===== src/rtl/drag_race_pkg.sv =====
// drag_race_pkg: state encoding plus the gear-width, rev-limit and acceleration helpers
// shared by the drag race core and its testbench.
package drag_race_pkg;

    typedef enum logic [2:0] {
        ST_IDLE        = 3'd0,
        ST_COUNTDOWN   = 3'd1,
        ST_RACE        = 3'd2,
        ST_CRASH       = 3'd3,
        ST_FALSE_START = 3'd4,
        ST_WIN         = 3'd5
    } state_e;

    function automatic int gear_w(input int num_gears);
        return $clog2(num_gears + 1);
    endfunction

    // Rev-limit speed for a gear, saturated to the speed register range.
    function automatic int cap(input int g, input int span, input int sw);
        longint lim;
        longint c;
        lim = (longint'(1) << sw) - 1;
        c   = longint'(g) * longint'(span);
        return int'(c > lim ? lim : c);
    endfunction

    // Lower gears pull harder: increment is NUM_GEARS+1-gear, clamped at the gear's cap.
    function automatic int accel(input int speed, input int g, input int num_gears, input int cap_v);
        int s;
        s = speed + num_gears + 1 - g;
        return s > cap_v ? cap_v : s;
    endfunction

endpackage


===== src/rtl/race_timer.sv =====
// race_timer: start countdown and saturating elapsed-time counter for one race;
// both hold their value unless explicitly ticked or reloaded.
module race_timer #(
    parameter int TIME_W   = 16,
    parameter int CD_TICKS = 300
) (
    input  logic              clk,
    input  logic              rst,
    input  logic              load,
    input  logic              cd_tick,
    input  logic              el_tick,
    output logic [TIME_W-1:0] count_down,
    output logic [TIME_W-1:0] elapsed
);

    logic [TIME_W-1:0] cd_q, cd_d, el_q, el_d;

    always_comb begin
        cd_d = load ? TIME_W'(CD_TICKS) : (cd_tick && cd_q != '0) ? cd_q - TIME_W'(1) : cd_q;
        el_d = load ? '0 : (el_tick && el_q != '1) ? el_q + TIME_W'(1) : el_q;
    end

    always_ff @(posedge clk or posedge rst) begin
        if (rst) begin
            cd_q <= '0;
            el_q <= '0;
        end else begin
            cd_q <= cd_d;
            el_q <= el_d;
        end
    end

    assign count_down = cd_q;
    assign elapsed    = el_q;

endmodule


===== src/rtl/drag_race_core.sv =====
// drag_race_core: single-car drag race sequencer (countdown, false start, gearbox,
// rev-limited acceleration, crash/win detection and best-time tracking) on a game Tick.
module drag_race_core import drag_race_pkg::*; #(
    parameter int NUM_GEARS = 6,
    parameter int SPEED_W   = 9,
    parameter int TIME_W    = 16,
    parameter int WIN_SPEED = 200,
    parameter int GEAR_SPAN = 40,
    parameter int CD_TICKS  = 300
) (
    input  logic                          Clock,
    input  logic                          Reset,
    input  logic                          NewGame,
    input  logic                          Tick,
    input  logic                          Accelerate,
    input  logic                          Clutch,
    input  logic [gear_w(NUM_GEARS)-1:0]  GearIn,
    output logic [SPEED_W-1:0]            Speed,
    output logic [gear_w(NUM_GEARS)-1:0]  Gear,
    output logic [TIME_W-1:0]             CountDown,
    output logic [TIME_W-1:0]             ElapsedTime,
    output logic [TIME_W-1:0]             BestTime,
    output logic [2:0]                    State,
    output logic                          Crashed,
    output logic                          Won,
    output logic                          NewBest
);

    localparam int GW = gear_w(NUM_GEARS);

    state_e             state_q, state_d;
    logic [SPEED_W-1:0] speed_q, speed_d, speed_tick, cap_v;
    logic [GW-1:0]      gear_q, gear_d;
    logic [TIME_W-1:0]  best_q, best_d;
    logic               crashed_q, crashed_d, won_q, won_d;
    logic               new_best_q, new_best_d, win_entry_q, win_entry_d;
    logic               cd_tick, el_tick, shift_crash, rev_crash, drive;

    race_timer #(
        .TIME_W   (TIME_W),
        .CD_TICKS (CD_TICKS)
    ) u_timer (
        .clk        (Clock),
        .rst        (Reset),
        .load       (NewGame),
        .cd_tick    (cd_tick),
        .el_tick    (el_tick),
        .count_down (CountDown),
        .elapsed    (ElapsedTime)
    );

    always_comb begin
        cap_v       = SPEED_W'(cap(int'(gear_q), GEAR_SPAN, SPEED_W));
        drive       = gear_q != '0 && !Clutch && Accelerate;
        speed_tick  = drive ? SPEED_W'(accel(int'(speed_q), int'(gear_q), NUM_GEARS, int'(cap_v)))
                    : (speed_q != '0) ? speed_q - SPEED_W'(1) : speed_q;
        shift_crash = !Clutch && GearIn != gear_q;
        rev_crash   = gear_q != '0 && !Clutch && speed_q > cap_v;
        state_d     = state_q;
        speed_d     = speed_q;
        gear_d      = (Clutch && state_q != ST_IDLE) ? GearIn : gear_q;
        cd_tick     = 1'b0;
        el_tick     = 1'b0;
        if (NewGame) begin
            state_d = ST_COUNTDOWN;
            speed_d = '0;
            gear_d  = '0;
        end else begin
            case (state_q)
                ST_COUNTDOWN:
                    if (!Clutch && gear_q != '0) state_d = ST_FALSE_START;
                    else if (Tick) begin
                        cd_tick = 1'b1;
                        if (CountDown <= TIME_W'(1)) state_d = ST_RACE;
                    end
                // Crashes are checked before the Tick update so a crash freezes time.
                ST_RACE:
                    if (shift_crash || rev_crash) begin
                        state_d = ST_CRASH;
                        speed_d = '0;
                    end else if (Tick) begin
                        el_tick = 1'b1;
                        speed_d = speed_tick;
                        if (int'(speed_tick) >= WIN_SPEED) state_d = ST_WIN;
                    end
                ST_CRASH, ST_FALSE_START: speed_d = '0;
                default: ;
            endcase
        end
        crashed_d   = state_d == ST_CRASH || state_d == ST_FALSE_START;
        won_d       = state_d == ST_WIN;
        win_entry_d = won_d && state_q != ST_WIN;
        new_best_d  = win_entry_q && ElapsedTime < best_q;
        best_d      = new_best_d ? ElapsedTime : best_q;
    end

    always_ff @(posedge Clock or posedge Reset) begin
        if (Reset) begin
            state_q     <= ST_IDLE;
            speed_q     <= '0;
            gear_q      <= '0;
            best_q      <= '1;
            crashed_q   <= 1'b0;
            won_q       <= 1'b0;
            new_best_q  <= 1'b0;
            win_entry_q <= 1'b0;
        end else begin
            state_q     <= state_d;
            speed_q     <= speed_d;
            gear_q      <= gear_d;
            best_q      <= best_d;
            crashed_q   <= crashed_d;
            won_q       <= won_d;
            new_best_q  <= new_best_d;
            win_entry_q <= win_entry_d;
        end
    end

    assign Speed    = speed_q;
    assign Gear     = gear_q;
    assign BestTime = best_q;
    assign State    = state_q;
    assign Crashed  = crashed_q;
    assign Won      = won_q;
    assign NewBest  = new_best_q;

endmodule


===== config.mk =====
export PLATFORM = sky130hd
export DESIGN_NAME = drag_race_core
export DESIGN_NICKNAME = d
export VERILOG_FILES = /design/src/rtl/drag_race_pkg.sv /design/src/rtl/race_timer.sv /design/src/rtl/drag_race_core.sv
export SDC_FILE = /design/constraint.sdc
export NUM_CORES = 1
export LEC_CHECK = 0
export ABC_CLOCK_PERIOD_IN_PS = 6160
export CAP_MARGIN = 20
export CORE_AREA = 2 2 103 105
export DETAILED_ROUTE_END_ITERATION = 8
export DIE_AREA = 0 0 105 107
export GPL_ROUTABILITY_DRIVEN = 0
export GPL_TIMING_DRIVEN = 0
export PLACE_DENSITY = 0.71
export SYNTH_ARGS = -nofsm -noshare
export SYNTH_HDL_FRONTEND = slang
export SYNTH_HIERARCHICAL = 1
export SYNTH_SLANG_ARGS = --single-unit

===== constraint.sdc =====
create_clock -name Clock -period 6.16 [get_ports Clock]
set_input_delay 0.616 -clock Clock [delete_from_list [all_inputs] [get_ports Clock]]
set_output_delay 0.616 -clock Clock [all_outputs]
set_load 0.005 [all_outputs]

==> summary by stage <==
Clock network
The clock net sink count is 67. The maximum root-to-sink buffer count is 2. The TritonCTS clock tree is yes.

The number of setup buffers added after CTS is 0. The root cell of the clock tree is sky130_fd_sc_hd__clkbuf_8. Post-CTS repair changed the size of 0 cells. After clock tree synthesis, the clock-pin slew on the worst setup and hold paths is 0.09 ns. In this run, CTS created clock tree buffers numbering 9. The CTS H-tree depth is 3. The number of hold buffers added after CTS was 0. For the worst-skew pair, the clock arrives at the later sink with an insertion delay of 0.36 ns.

Worst setup path
The element type at the critical path end is a flop. Among the stages of the critical path, the cell type that occurs most often is sky130_fd_sc_hd__ha_1. The worst setup path is launched from a flop.

The worst setup path is of the reg -> reg kind. The terminus of the critical flop-to-flop path is Crashed$_DFF_PP0_. The flop-to-flop setup slack is 0.72 ns. On the critical path the largest part of the delay comes from compound AO/OA/AOI/OAI gates. The critical path goes through inv_2, ha_1, ha_1, fa_1, nand2_1, a311o_1, nand2_1, xnor2_1, ha_1, nand4_1, o31ai_1, a31oi_1, a221o_1, a21o_1, buf_6, a311oi_2, o2111ai_2, a41oi_2, nor2_1, nor2_1, mux2i_1. The slowest stage of the critical path is the sky130_fd_sc_hd__dfrtp_1 cell. The number of buffers and inverters on the critical path is 2. At the worst endpoint, the required time is 6.45 ns.

The peak per-stage delay on the critical path is 0.52 ns. The worst register-to-register path has a depth of 21. The largest fanout on the critical path is 7.

The worst path arrival time is 5.73 ns. The startpoint of the worst-slack reg-to-reg timing path is Gear[1]$_DFFE_PP0P_.

Layout
The final layout contains 670 nets. From synthesis to final layout, the design area changed by 23.1%. Once layout is complete, the cells apart from fillers number 752.

The fraction of layout cells with a size suffix above 1 is 0.133. The final design area excluding fillers is 0.00613 mm². The core utilization of the finished layout is 0.608.

The repair_antennas step left the layout with diodes totalling 0.

Synth
The number of nets handed over by synthesis was 583. The post-synthesis register bit count is 67. The biggest area contributor in the post-synthesis netlist is sky130_fd_sc_hd__dfrtp_1. For this run, the leading register cell type out of synthesis is sky130_fd_sc_hd__dfrtp_1. After synthesis, the cell types taking the most area are sky130_fd_sc_hd__dfrtp_1, sky130_fd_sc_hd__ha_1, sky130_fd_sc_hd__dfstp_2.

Yosys mapped a number of flops with a built-in enable equal to 0. The post-synth design cell area is 0.00498 mm². The count of cell types in the netlist is 73.

The share of flip-flops with an asynchronous set or reset is 1.00. In the post-synthesis netlist, the cell with the most instances is sky130_fd_sc_hd__dfrtp_1. The sequential fraction of the synthesis area is 0.341. The commonest cells after synthesis are sky130_fd_sc_hd__dfrtp_1, sky130_fd_sc_hd__inv_1, sky130_fd_sc_hd__ha_1, sky130_fd_sc_hd__a21oi_1, sky130_fd_sc_hd__nor2_1. A synthesized cell averages 9.51 µm². The number of instances in the synthesized netlist is 524. The number of warnings printed during yosys synthesis is 6. Of the post-synthesis cell area, the dominant cell type holds 0.256.

GRT
The final global-route overflow total is 0. The first global-routing pass estimated 20.9 mm of wire. The via count of the first global-routing pass is 4,300.

The combined global-route utilization of all metal layers is 0.229. The maximum number of pins on one net before global-route repair is 24. The number of antenna violations at the first check in global routing is 0.

Die
During I/O placement, the number of pins put on the boundary was 75. The die boundary height is 107 µm. The chip width is 105 µm.

The initial core utilization is 0.494. The total area inside the core boundary comes to 0.0101 mm². The floorplan has 37 rows.

The die covers 0.0112 mm².

Placed design
In this run the tool buffered the top-level ports with 74 buffer cells. The detailed-placement wirelength estimate is 9.60 mm. Once placement finished, the instance area stood at 0.00595 mm². Including well taps, the total number of placed cells is 736.

STA
The final-report hold violation count is 0. Derived from the worst setup path, the maximum achievable clock frequency is 184 MHz. The transition time at the pin with the least slew margin is 0.836 ns.

The clock arrives with 0.0152 ns of skew. The final-report setup violation count is 0. Hold is met by 0.585 ns. In the finished design, the share of the clock period the worst path needs comes to 0.883. The minimum period implied by the final worst setup slack is 5.44 ns. Measured against its own limit, the worst slew margin works out to 0.435. The sum of negative setup slack is 0 ns. Setup repair after global routing left no endpoint under its margin. The max-slew violation count was 0.

Routing
For this run, design rule violations remaining after detail routing come to 0. The DRC violation total after the first TritonRoute iteration is 247. The number of detailed-routing iterations run before antenna repair is 5.

The count of nets left with antenna violations after detail routing is 0. The via-per-instance ratio is 5.95. Across all layers, the routed design uses 4,475 vias. In the final routed layout, each cell accounts on average for 16.9 µm.

For this block, the routed nets add up to 12.7 mm of wire.

Run status
The flow ran to the end, and the final reports show no timing, DRC or antenna violations.

Power and ir drop
IR analysis of the VDD net gives a maximum drop of 0.121 mV. Dividing total power by cell area gives a power density of 156 mW/mm². The leakage power of the design is 2.48 nW.

Min path
The path class of the tightest hold or removal check is reg -> reg. The hold-critical path depth is 1. The endpoint of the worst hold path is u_timer/elapsed[14]$_DFFE_PP0P_. The start point of the worst hold path is u_timer/elapsed[14]$_DFFE_PP0P_.

Job
The tool flagged a number of max-cap violations equal to 0.
final cells by class:
class / count / area [µm²]
well taps: 136 / 170
flip-flops and latches: 67 / 1700
clock inverters: 6 / 47.5
multi-input cells: 388 / 3010
clock buffers: 10 / 138
inverters: 53 / 199
plain buffers: 16 / 73.8
repair buffers: 76 / 796
fillers: 924 / 3960
state kept, by name, indices dropped and copies added (netlist names):
signal and count:
BestTime 16, u_timer/count_down 16, u_timer/elapsed 16, Speed 9
Gear 3, State 3, Crashed 1, NewBest 1
Won 1, win_entry_q 1
logic make-up (layout without fill, tap and decap cells):
| kind of cell | Yosys count | after routing | synth area share |
|---|---|---|---|
| mux | 30 | 30 | 0.0653 |
| xor+xnor | 14 | 14 | 0.0246 |
| buf+inv | 69 | 161 | 0.0548 |
| simple gates | 160 | 160 | 0.181 |
| flops | 67 | 67 | 0.341 |
| compound gates | 134 | 134 | 0.206 |
| fa+ha+maj | 50 | 50 | 0.127 |
cells in the final DEF, fill, tap and decap left out, types with 4 or more instances in the layout:
master and instances:
sky130_fd_sc_hd__clkdlybuf4s50_1 74, sky130_fd_sc_hd__nor3_1 10, sky130_fd_sc_hd__nand4_1 12, sky130_fd_sc_hd__or2_2 6, sky130_fd_sc_hd__or4_1 16, sky130_fd_sc_hd__xor2_1 4, sky130_fd_sc_hd__o21ai_0 19, sky130_fd_sc_hd__dfrtp_1 51
sky130_fd_sc_hd__o41ai_1 4, sky130_fd_sc_hd__inv_1 50, sky130_fd_sc_hd__a21oi_1 30, sky130_fd_sc_hd__nor4_1 7, sky130_fd_sc_hd__o31ai_1 12, sky130_fd_sc_hd__a211oi_1 6, sky130_fd_sc_hd__ha_1 49, sky130_fd_sc_hd__nand3_1 12
sky130_fd_sc_hd__nor2_1 29, sky130_fd_sc_hd__nand2_1 24, sky130_fd_sc_hd__xnor2_1 10, sky130_fd_sc_hd__a211o_1 5, sky130_fd_sc_hd__clkbuf_1 10, sky130_fd_sc_hd__clkbuf_8 10, sky130_fd_sc_hd__mux2i_1 10, sky130_fd_sc_hd__dfstp_2 16
sky130_fd_sc_hd__or3_1 16, sky130_fd_sc_hd__mux2_2 18, sky130_fd_sc_hd__a21o_1 12, sky130_fd_sc_hd__o21a_1 7, sky130_fd_sc_hd__nor2b_1 7, sky130_fd_sc_hd__buf_2 5
worst max-delay path by stage:
stage                              from                 to  slack (ns)  depth (start not counted)
finish              Gear[1]$_DFFE_PP0P_  Crashed$_DFF_PP0_        0.72                         21
global route        Gear[1]$_DFFE_PP0P_  Crashed$_DFF_PP0_        0.37                         21
CTS                 Gear[1]$_DFFE_PP0P_  Crashed$_DFF_PP0_        0.79                         21
detailed placement  Gear[1]$_DFFE_PP0P_  Crashed$_DFF_PP0_        0.85                         21
global placement    Gear[2]$_DFFE_PP0P_  Crashed$_DFF_PP0_        0.92                         20
floorplan           Gear[2]$_DFFE_PP0P_  Crashed$_DFF_PP0_        1.58                         20
worst reg2reg max path: stages, from the launching register on:
cell	delay [ns]
sky130_fd_sc_hd__dfrtp_1	0.52
sky130_fd_sc_hd__inv_2	0.14
sky130_fd_sc_hd__ha_1	0.30
sky130_fd_sc_hd__ha_1	0.27
sky130_fd_sc_hd__fa_1	0.43
sky130_fd_sc_hd__nand2_1	0.11
sky130_fd_sc_hd__a311o_1	0.24
sky130_fd_sc_hd__nand2_1	0.09
sky130_fd_sc_hd__xnor2_1	0.19
sky130_fd_sc_hd__ha_1	0.34
sky130_fd_sc_hd__nand4_1	0.13
sky130_fd_sc_hd__o31ai_1	0.25
sky130_fd_sc_hd__a31oi_1	0.13
sky130_fd_sc_hd__a221o_1	0.42
sky130_fd_sc_hd__a21o_1	0.18
sky130_fd_sc_hd__buf_6	0.14
sky130_fd_sc_hd__a311oi_2	0.32
sky130_fd_sc_hd__o2111ai_2	0.18
sky130_fd_sc_hd__a41oi_2	0.35
sky130_fd_sc_hd__nor2_1	0.16
sky130_fd_sc_hd__nor2_1	0.26
sky130_fd_sc_hd__mux2i_1	0.21
per-stage QoR:
step                      power [mW]  setup slack [ns]
final                          0.955             0.720
after global routing           0.996             0.375
after CTS                      0.960             0.791
after detailed placement       0.604             0.853
after global placement         0.596             0.918
after floorplan                0.554              1.58
per-layer routing:
| layer | global-route usage | part of all wire |
|---|---|---|
| met1 | 0.315 | 0.46 |
| met4 | 0.0838 | 0.023 |
| met3 | 0.0389 | 0.058 |
| met5 | 0 | 0 |
| met2 | 0.365 | 0.46 |
power breakdown:
| group | switching, mW | internal, mW |
|---|---|---|
| combinational | 0.0788 | 0.0627 |
| sequential | 0.00932 | 0.446 |
| clock | 0.196 | 0.162 |
No activity file was read; power rests on OpenSTA's default activity.
